**src/rtl/calc_pkg.sv**
```systemverilog
// Shared definitions for the parametrised calculator controller:
// op codes, FSM state encoding and error flag bit positions.
package calc_pkg;

    localparam logic [2:0] OP_ADD  = 3'b000;
    localparam logic [2:0] OP_SUB  = 3'b001;
    localparam logic [2:0] OP_AND  = 3'b010;
    localparam logic [2:0] OP_OR   = 3'b011;
    localparam logic [2:0] OP_MUL  = 3'b100;
    localparam logic [2:0] OP_DIV  = 3'b101;
    localparam logic [2:0] OP_MOD  = 3'b110;
    localparam logic [2:0] OP_RSVD = 3'b111;

    typedef enum logic [2:0] {
        S_IDLE    = 3'd0,
        S_ENTER_A = 3'd1,
        S_ENTER_B = 3'd2,
        S_OP_WAIT = 3'd3,
        S_CALC    = 3'd4,
        S_DIV     = 3'd5,
        S_RESULT  = 3'd6
    } state_t;

    localparam int ERR_OVF   = 0;
    localparam int ERR_DIV0  = 1;
    localparam int ERR_DIGIT = 2;
    localparam int ERR_OP    = 3;

    function automatic logic isDivOp(input logic [2:0] op);
        return (op == OP_DIV) || (op == OP_MOD);
    endfunction

endpackage

```
**src/rtl/calc_seq_div.sv**
```systemverilog
// Restoring sequential divider, one quotient bit per cycle. The first bit is
// resolved on the launch edge so results are ready WIDTH cycles after launch.
module calc_seq_div #(
    parameter int WIDTH = 8
) (
    input  logic             clk,
    input  logic             rst,
    input  logic             abort,
    input  logic             start,
    input  logic [WIDTH-1:0] dividend,
    input  logic [WIDTH-1:0] divisor,
    output logic             busy,
    output logic             done,
    output logic [WIDTH-1:0] quotient,
    output logic [WIDTH-1:0] remainder
);
    localparam int CW = $clog2(WIDTH);

    logic [WIDTH-1:0] r_rem, r_quo, r_div;
    logic [CW-1:0]    r_cnt;
    logic             r_busy, r_done;

    logic [WIDTH-1:0] w_remIn, w_quoIn, w_divIn, w_remNext, w_quoNext;
    logic [WIDTH:0]   w_trial;
    logic             w_fits;

    // The launch edge feeds the step directly from the operands.
    assign w_remIn   = start ? '0 : r_rem;
    assign w_quoIn   = start ? dividend : r_quo;
    assign w_divIn   = start ? divisor : r_div;
    assign w_trial   = {w_remIn, w_quoIn[WIDTH-1]};
    assign w_fits    = w_trial >= {1'b0, w_divIn};
    assign w_remNext = w_fits ? WIDTH'(w_trial - {1'b0, w_divIn}) : w_trial[WIDTH-1:0];
    assign w_quoNext = {w_quoIn[WIDTH-2:0], w_fits};

    always_ff @(posedge clk or posedge rst) begin
        if (rst) begin
            r_rem  <= '0;
            r_quo  <= '0;
            r_div  <= '0;
            r_cnt  <= '0;
            r_busy <= 1'b0;
            r_done <= 1'b0;
        end else if (abort) begin
            r_cnt  <= '0;
            r_busy <= 1'b0;
            r_done <= 1'b0;
        end else begin
            r_done <= 1'b0;
            if (start) begin
                r_rem  <= w_remNext;
                r_quo  <= w_quoNext;
                r_div  <= divisor;
                r_cnt  <= CW'(WIDTH - 1);
                r_busy <= 1'b1;
            end else if (r_busy) begin
                r_rem <= w_remNext;
                r_quo <= w_quoNext;
                r_cnt <= r_cnt - 1'b1;
                if (r_cnt == CW'(1)) begin
                    r_busy <= 1'b0;
                    r_done <= 1'b1;
                end
            end
        end
    end

    assign busy      = r_busy;
    assign done      = r_done;
    assign quotient  = r_quo;
    assign remainder = r_rem;

endmodule

```
**src/rtl/calc_ctrl_fsm_p.sv**
```systemverilog
// Calculator controller: multi-digit decimal operand entry, single-cycle ALU ops
// and a sequential divider, with busy/done handshake and sticky error flags.
module calc_ctrl_fsm_p
    import calc_pkg::*;
#(
    parameter int WIDTH      = 8,
    parameter int MAX_DIGITS = 3
) (
    input  logic             clk,
    input  logic             rst,
    input  logic             start,
    input  logic             clear,
    input  logic [3:0]       digit,
    input  logic             digit_valid,
    input  logic             enter,
    input  logic [2:0]       op,
    input  logic             op_valid,
    output logic [WIDTH-1:0] result,
    output logic             done,
    output logic             busy,
    output logic [3:0]       err
);
    localparam int DCW = $clog2(MAX_DIGITS + 1);
    localparam logic [DCW-1:0] MAX_CNT = DCW'(MAX_DIGITS);

    state_t           r_state, w_nextState;
    logic [WIDTH-1:0] r_a, r_b, r_result;
    logic [2:0]       r_op;
    logic [DCW-1:0]   r_digCnt;
    logic [3:0]       r_err;

    logic [WIDTH-1:0]   w_acc, w_accSat, w_quo, w_rem;
    logic [WIDTH+3:0]   w_accNext;
    logic               w_accOvf, w_divStart, w_divBusy, w_divDone;
    logic [WIDTH:0]     w_sum;
    logic [2*WIDTH-1:0] w_prod;

    // Four spare bits hold acc*10+digit exactly, so overflow is just a nonzero top nibble.
    assign w_acc      = (r_state == S_ENTER_A) ? r_a : r_b;
    assign w_accNext  = (WIDTH+4)'(w_acc) * (WIDTH+4)'(10) + (WIDTH+4)'(digit);
    assign w_accOvf   = |w_accNext[WIDTH+3:WIDTH];
    assign w_accSat   = w_accOvf ? '1 : w_accNext[WIDTH-1:0];
    assign w_sum      = {1'b0, r_a} + {1'b0, r_b};
    assign w_prod     = {{WIDTH{1'b0}}, r_a} * {{WIDTH{1'b0}}, r_b};
    assign w_divStart = (r_state == S_CALC) && isDivOp(r_op) && (r_b != '0) && !clear;

    calc_seq_div #(.WIDTH(WIDTH)) u_div (
        .clk       (clk),
        .rst       (rst),
        .abort     (clear),
        .start     (w_divStart),
        .dividend  (r_a),
        .divisor   (r_b),
        .busy      (w_divBusy),
        .done      (w_divDone),
        .quotient  (w_quo),
        .remainder (w_rem)
    );

    always_ff @(posedge clk or posedge rst) begin
        if (rst) r_state <= S_IDLE;
        else     r_state <= w_nextState;
    end

    always_comb begin
        w_nextState = r_state;
        if (clear) begin
            w_nextState = S_IDLE;
        end else begin
            case (r_state)
                S_IDLE:    if (start)    w_nextState = S_ENTER_A;
                S_ENTER_A: if (enter)    w_nextState = S_ENTER_B;
                S_ENTER_B: if (enter)    w_nextState = S_OP_WAIT;
                S_OP_WAIT: if (op_valid) w_nextState = S_CALC;
                S_CALC:    w_nextState = w_divStart ? S_DIV : S_RESULT;
                S_DIV:     if (w_divDone) w_nextState = S_RESULT;
                S_RESULT:  w_nextState = S_IDLE;
                default:   w_nextState = S_IDLE;
            endcase
        end
    end

    always_comb begin
        busy = (r_state != S_IDLE) || w_divBusy;
        done = (r_state == S_RESULT);
    end

    always_ff @(posedge clk or posedge rst) begin
        if (rst) begin
            r_a <= '0; r_b <= '0; r_op <= '0; r_digCnt <= '0; r_result <= '0; r_err <= '0;
        end else if (clear) begin
            r_a <= '0; r_b <= '0; r_op <= '0; r_digCnt <= '0; r_result <= '0; r_err <= '0;
        end else begin
            case (r_state)
                S_IDLE: if (start) begin
                    r_a <= '0; r_b <= '0; r_digCnt <= '0; r_result <= '0; r_err <= '0;
                end
                S_ENTER_A, S_ENTER_B: begin
                    if (digit_valid) begin
                        if (digit > 4'd9) begin
                            r_err[ERR_DIGIT] <= 1'b1;
                        end else if (r_digCnt != MAX_CNT) begin
                            if (r_state == S_ENTER_A) r_a <= w_accSat;
                            else                      r_b <= w_accSat;
                            r_digCnt <= r_digCnt + 1'b1;
                            if (w_accOvf) r_err[ERR_OVF] <= 1'b1;
                        end
                    end
                    if (enter) r_digCnt <= '0;
                end
                S_OP_WAIT: if (op_valid) r_op <= op;
                S_CALC: begin
                    case (r_op)
                        OP_ADD: begin
                            r_result <= w_sum[WIDTH-1:0];
                            if (w_sum[WIDTH]) r_err[ERR_OVF] <= 1'b1;
                        end
                        OP_SUB: begin
                            r_result <= r_a - r_b;
                            if (r_a < r_b) r_err[ERR_OVF] <= 1'b1;
                        end
                        OP_AND: r_result <= r_a & r_b;
                        OP_OR:  r_result <= r_a | r_b;
                        OP_MUL: begin
                            r_result <= w_prod[WIDTH-1:0];
                            if (|w_prod[2*WIDTH-1:WIDTH]) r_err[ERR_OVF] <= 1'b1;
                        end
                        OP_DIV, OP_MOD: if (r_b == '0) begin
                            r_result <= '1;
                            r_err[ERR_DIV0] <= 1'b1;
                        end
                        default: begin
                            r_result <= '0;
                            r_err[ERR_OP] <= 1'b1;
                        end
                    endcase
                end
                S_DIV: if (w_divDone) r_result <= (r_op == OP_MOD) ? w_rem : w_quo;
                default: ;
            endcase
        end
    end

    assign result = r_result;
    assign err    = r_err;

endmodule

```
**config.mk**
```make
export PLATFORM = sky130hd
export DESIGN_NAME = calc_ctrl_fsm_p
export DESIGN_NICKNAME = d
export VERILOG_FILES = /design/src/rtl/calc_pkg.sv /design/src/rtl/calc_seq_div.sv /design/src/rtl/calc_ctrl_fsm_p.sv
export SDC_FILE = /design/constraint.sdc
export NUM_CORES = 1
export LEC_CHECK = 0
export CAP_MARGIN = 0
export CORE_MARGIN = 2
export CORE_UTILIZATION = 55
export DETAILED_ROUTE_END_ITERATION = 10
export GPL_ROUTABILITY_DRIVEN = 0
export HOLD_SLACK_MARGIN = 0.02
export PLACE_DENSITY_LB_ADDON = 0.2
export SLEW_MARGIN = 20
export SYNTH_ARGS = -nofsm -noshare
export SYNTH_HDL_FRONTEND = slang
export SYNTH_SLANG_ARGS = --single-unit
```
**constraint.sdc**
```tcl
create_clock -name clk -period 6.1 [get_ports clk]
set_input_delay 1.22 -clock clk [delete_from_list [all_inputs] [get_ports clk]]
set_output_delay 1.22 -clock clk [all_outputs]
set_load 0.01 [all_outputs]
```
# Word level (Yosys, flattened, before mapping)
# Cells that the tools add are included.
# word_totals
output_inout_bits	14
input_bits	14
wordCells	179
reg_bits	65
# classes
n_eq_ne	37
addsub	6
n_bitwise	3
multipliers	2
n_lt_le_gt_ge	3
n_mux	77
n_reduce_logical	35
# ops
operator	count
8-bit two-way mux	25
8-bit one-hot mux with 6 select lines	1
3-bit two-way mux	12
3-bit inequality test (second input constant)	12
8-bit one-hot mux with 2 select lines	2
4-bit inequality test (second input constant)	7
8-bit one-hot mux with 3 select lines	1
1-bit two-way mux	20
3-bit equality test (second input constant)	6
3-bit one-hot mux with 6 select lines	1
8-bit by 8-bit multiplier with 16-bit output	1
8-bit subtractor	2
2-bit two-way mux	7
12-bit by 4-bit adder with 12-bit output	1
3-bit by 2-bit equality test with 1-bit output (second input constant)	4
4-bit AND reduction	3
6-bit AND reduction	2
3-bit nonzero test	4
8-bit by 3-bit multiplier with 11-bit output (second input constant)	1
10-bit AND reduction	1
5-bit AND reduction	2
8-bit by 8-bit adder with 9-bit output	1
3-bit by 1-bit equality test with 1-bit output (second input constant)	3
9-bit by 8-bit greater-or-equal comparator with 1-bit output	1
other kinds (28)	43

# Longest topological paths before layout
# depth
depth_word	12
ltp_mapped	18
depth_no_buf	18

# By module
# From an unflattened synthesis, not the netlist that was laid out.
# hier_totals
cells_unflattened	894
hier_area_um2	7470.9
# modules_own_cells
module	seq_area_each_um2	cells_each	area_each_um2	n_inst
calc_ctrl_fsm_p	900.9	702	5611.6	1
calc_seq_div	725.7	192	1859.3	1

# Worst setup path after synthesis
# OpenSTA, ideal clock, no wires.
# synth_timing
path_kind	register to register
from	register r_b[4]
to	register r_err[0] (netlist: err[0])
setup_ns	0.136
slack_ns	1.523
arrival_ns	4.442
required_time_ns	5.964
n_path_buf	0
stages_incl_launch_ff	19
synth_period_minus_slack_ns	4.577
cell_sequence	dfrtp_1 inv_1 nor2_1 fa_1 inv_1 fa_1 inv_1 fa_1 inv_1 fa_1 inv_1 ha_1 a21o_1 a22o_1 o31ai_1 mux2i_1 nand4_1 nor3_1 a22oi_1
# synth_via
elab_chain_len	6
word_cells_on_any_way	13
classes_between	add/sub (2); mul (2); order compare (1); eq/ne (4); mux (1); reduce/logical (3)
# synth_rtl
element	line	text
start, declared	calc_ctrl_fsm_p.sv:27	logic [WIDTH-1:0] r_a, r_b, r_result;
start signal, assigned	calc_ctrl_fsm_p.sv:104	else r_b <= w_accSat;
8-bit two-way mux	calc_ctrl_fsm_p.sv:39	assign w_acc = (r_state == S_ENTER_A) ? r_a : r_b;
8-bit by 3-bit multiplier with 11-bit output	calc_ctrl_fsm_p.sv:40	assign w_accNext = (WIDTH+4)'(w_acc) * (WIDTH+4)'(10) + (WIDTH+4)'(digit);
12-bit by 4-bit adder with 12-bit output	calc_ctrl_fsm_p.sv:40	
4-bit OR reduction	calc_ctrl_fsm_p.sv:41	assign w_accOvf = |w_accNext[WIDTH+3:WIDTH];
3-bit inequality test (no source line)	n/a	
10-bit AND reduction (no source line) *	n/a	
end signal, assigned	calc_ctrl_fsm_p.sv:90	r_a <= '0; r_b <= '0; r_op <= '0; r_digCnt <= '0; r_result <= '0; r_err <= '0;
end signal, assigned	calc_ctrl_fsm_p.sv:92	r_a <= '0; r_b <= '0; r_op <= '0; r_digCnt <= '0; r_result <= '0; r_err <= '0;
end signal, assigned	calc_ctrl_fsm_p.sv:96	r_a <= '0; r_b <= '0; r_digCnt <= '0; r_result <= '0; r_err <= '0;
end, declared	calc_ctrl_fsm_p.sv:30	logic [3:0] r_err;
# Every way passes the cells marked *; elsewhere a longest branch is shown, timed or not.
# A chain may end at the register's enable or synchronous reset.

# Final worst setup path
# Ends and elaborated chain as after synthesis.

==> metrics <==
Final min period approximately 5.2 ns; drt wl/cell 18.06 um; non-filler cells, final roughly 1,000; pwr dens approximately 320 mW/mm^2; synth top area cells dfrtp_1 23%, ha_1 15%, fa_1 11%; Routed WL 18,840 um; crit-path max FO 8; DP HPWL 14,390 um; DRC Markers 0; area of the core ~0.013 sq mm; Skew-Pair Late Insertion Delay roughly 0.34 ns; IO buf count 27; Async SR Flop Fraction 1.000; diode count 0; r2r setup slk 0.87 ns; grt ovf 0; Fin. Hold Viols 0; post-cts resize count 0; YS warnings 0; Hold WC Path Type register to register; RSZ-0062 raised after global routing no; initial DRC count roughly 650; critical path buffer and inverter count 5; CTS Buffer Depth 2; Worst VDD drop 0.0002516 V; die extent in y roughly 120 um; pins over their slew limit 0; # Max-Cap Violations 0; number of distinct library cells after synthesis 70; CP top delay family adder cells; vias in the first global route around 6,300; Worst Setup SP r_b[4]; Final period util 0.8572; EDFF count, synth 0; Num CTS Buffers 9; Initial Utilization 0.5655; fraction of layout cells with a size suffix above 1 0.04248; Vias/cell between 6 and 7; pin count of the biggest net entering global routing 66; Sink Count 65; Pre-antenna DRT Iters 6; final setup vio count 0; worst path cell trace inv_1, nor2_1, fa_1, inv_1, fa_1, inv_1, fa_1, inv_1, fa_1, inv_1, ha_1, a21o_1, a22o_1, o31ai_1, mux2i_1, nand4_1, nor3_1, a22oi_1; Most common cell on crit path inv_1; CP arrival approximately 5.4 ns; Synth top area share 0.2270; total negative slack 0 ns; I/O pin total 28; met2 routed WL 8584 um; first-pass GRT wire length approximately 32,000 um; Synth area leader dfrtp_1; Final #Nets slightly above 1,000; Crit-path slowest cell fa_1; Setup crit end kind register; row count a little over 40; die width 118.1 um; Final Skew 0.006651 ns; worst r2r src r_b[4]; final design utilization 0.6172; Post-Route M1 WL 8274 um; status complete, no violations; Pleak roughly 0.0038 uW; Max Used Layer met4; routed via count 6,375; wire length on met3 roughly 1400 um; Post-Syn Area slightly above 0.007 sq mm; required time of the critical path ~6.3 ns; antenna violations before repair 0; Synth Flop Type dfrtp_1; FMAX about 0.19 GHz; hold path startpoint u_div.r_div[4]; root buf cell clkbuf_16; post-synthesis sequential area ratio 0.2270; Hold Buf Count CTS 0; clock-pin slew on the worst setup and hold paths 0.06 ns; Final ANT Viol Nets 0; # H-tree levels 3; crit path launch type register; syn avg cell area 8.391 sq um; Post-Syn Instances about 850; actual slew at the worst max-slew pin 0.9854 ns; Max-slew headroom 0.3431; Die ar. between 0.01 and 0.015 sq mm; Area Growth Syn to Fin 9.132%; register bit count reported by yosys 65; most instantiated cells after synthesis 93 x inv_1, 93 x nor2_1, 86 x ha_1; DP Cell Count around 1,000; Crit path largest cell delay about 0.56 ns; Hold WS approximately 0.47 ns; CTS tree done; CP Class register to register; GRT Overall Usage 0.2830; Post-Syn Nets between 900 and 1,000; post-CTS setup buffers 0
[cell families (layout without fill, tap and decap cells)]
| family | count (synthesis) | count (layout) | synth area share |
|---|---|---|---|
| adder cells (fa/ha/maj) | 127 | 127 | 0.2647 |
| AND/OR/NAND/NOR | 262 | 262 | 0.1711 |
| XOR/XNOR | 26 | 26 | 0.03178 |
| AO/OA/AOI/OAI | 226 | 226 | 0.2097 |
| buffers and inverters | 131 | 148 | 0.07194 |
| multiplexers | 17 | 17 | 0.02375 |
| flip-flops | 65 | 65 | 0.2270 |
[registers in the layout (all words and copies together), names as in the netlist]
| register | flops |
|---|---|
| u_div.quotient | 8 |
| r_state | 3 |
| err | 4 |
| u_div.r_div | 8 |
| r_digCnt | 2 |
| r_a | 8 |
| r_op | 3 |
| u_div.busy | 1 |
| u_div.r_cnt | 3 |
| u_div.done | 1 |
| u_div.remainder | 8 |
| result | 8 |
| r_b | 8 |
[power breakdown]
part	internal, uW	total, uW	leakage, uW	switching, uW
Clock	282	471	0.000128	189
Sequential	494	643	0.000890	149
Combinational	512	1400	0.00275	884
[worst reg2reg max path, stage by stage (launching register included)]
cell and delay, ns:
dfrtp_1 0.46, inv_1 0.39, nor2_1 0.13, fa_1 0.56, inv_1 0.05, fa_1 0.47
inv_1 0.06, fa_1 0.52, inv_1 0.06, fa_1 0.52, inv_1 0.04, ha_1 0.35
a21o_1 0.18, a22o_1 0.24, o31ai_1 0.42, mux2i_1 0.25, nand4_1 0.11, nor3_1 0.20
a22oi_1 0.09
[routing by layer]
metal  global-route usage  up-vias
li1                     -     2990
met2               0.4422      261
met4              0.09789        0
met5                    0        -
met1               0.3908     3073
met3              0.05840       51
[layout by cell type (no fill, tap or decap), drive strengths merged, types with 8 or more instances in the layout]
cell	n
nand4	8
dfrtp	65
a22o	19
nand3	15
and2	8
a21o	19
nand2b	9
nand2	80
clkdlybuf4s50	27
mux2i	17
nor2	93
o22ai	8
inv	95
xor2	8
xnor2	18
ha	86
a21oi	44
clkbuf	12
fa	41
o21ai	67
nor3	14
[area by class of cell]
type	instances	area [sq um]
Fill cell	1131	4851
Clock buffer	12	246.5
Timing Repair Buffer	33	315.3
Multi-Input combinational cell	658	5024
Inverter	100	375.4
Tap cell	172	215.2
Sequential cell	65	1627
Clock inverter	3	17.52
[worst paths after layout]
check                                 end  cells after the start
max in group asynchronous       result[3]                      3
min in group asynchronous  u_div.r_cnt[2]                      3
hold reg to reg            u_div.r_div[4]                      1
hold / removal             u_div.r_div[4]                      1
setup reg to reg                   err[0]                     18
setup / recovery                   err[0]                     18
[metrics by stage]
| stage | setup WS (ns) | area, sq um | power [uW] |
|---|---|---|---|
| 3_3_place_gp | 1.015 | 7556 | 1973 |
| 5_1_grt | 0.6507 | 7820 | 2710 |
| 3_5_place_dp | 0.8766 | 7556 | 2008 |
| 4_1_cts | 0.9088 | 7820 | 2486 |
| 2_1_floorplan | 1.523 | 7166 | 1636 |
| 6_report | 0.8713 | 7820 | 2510 |
Power figures use the tool's default switching activity.
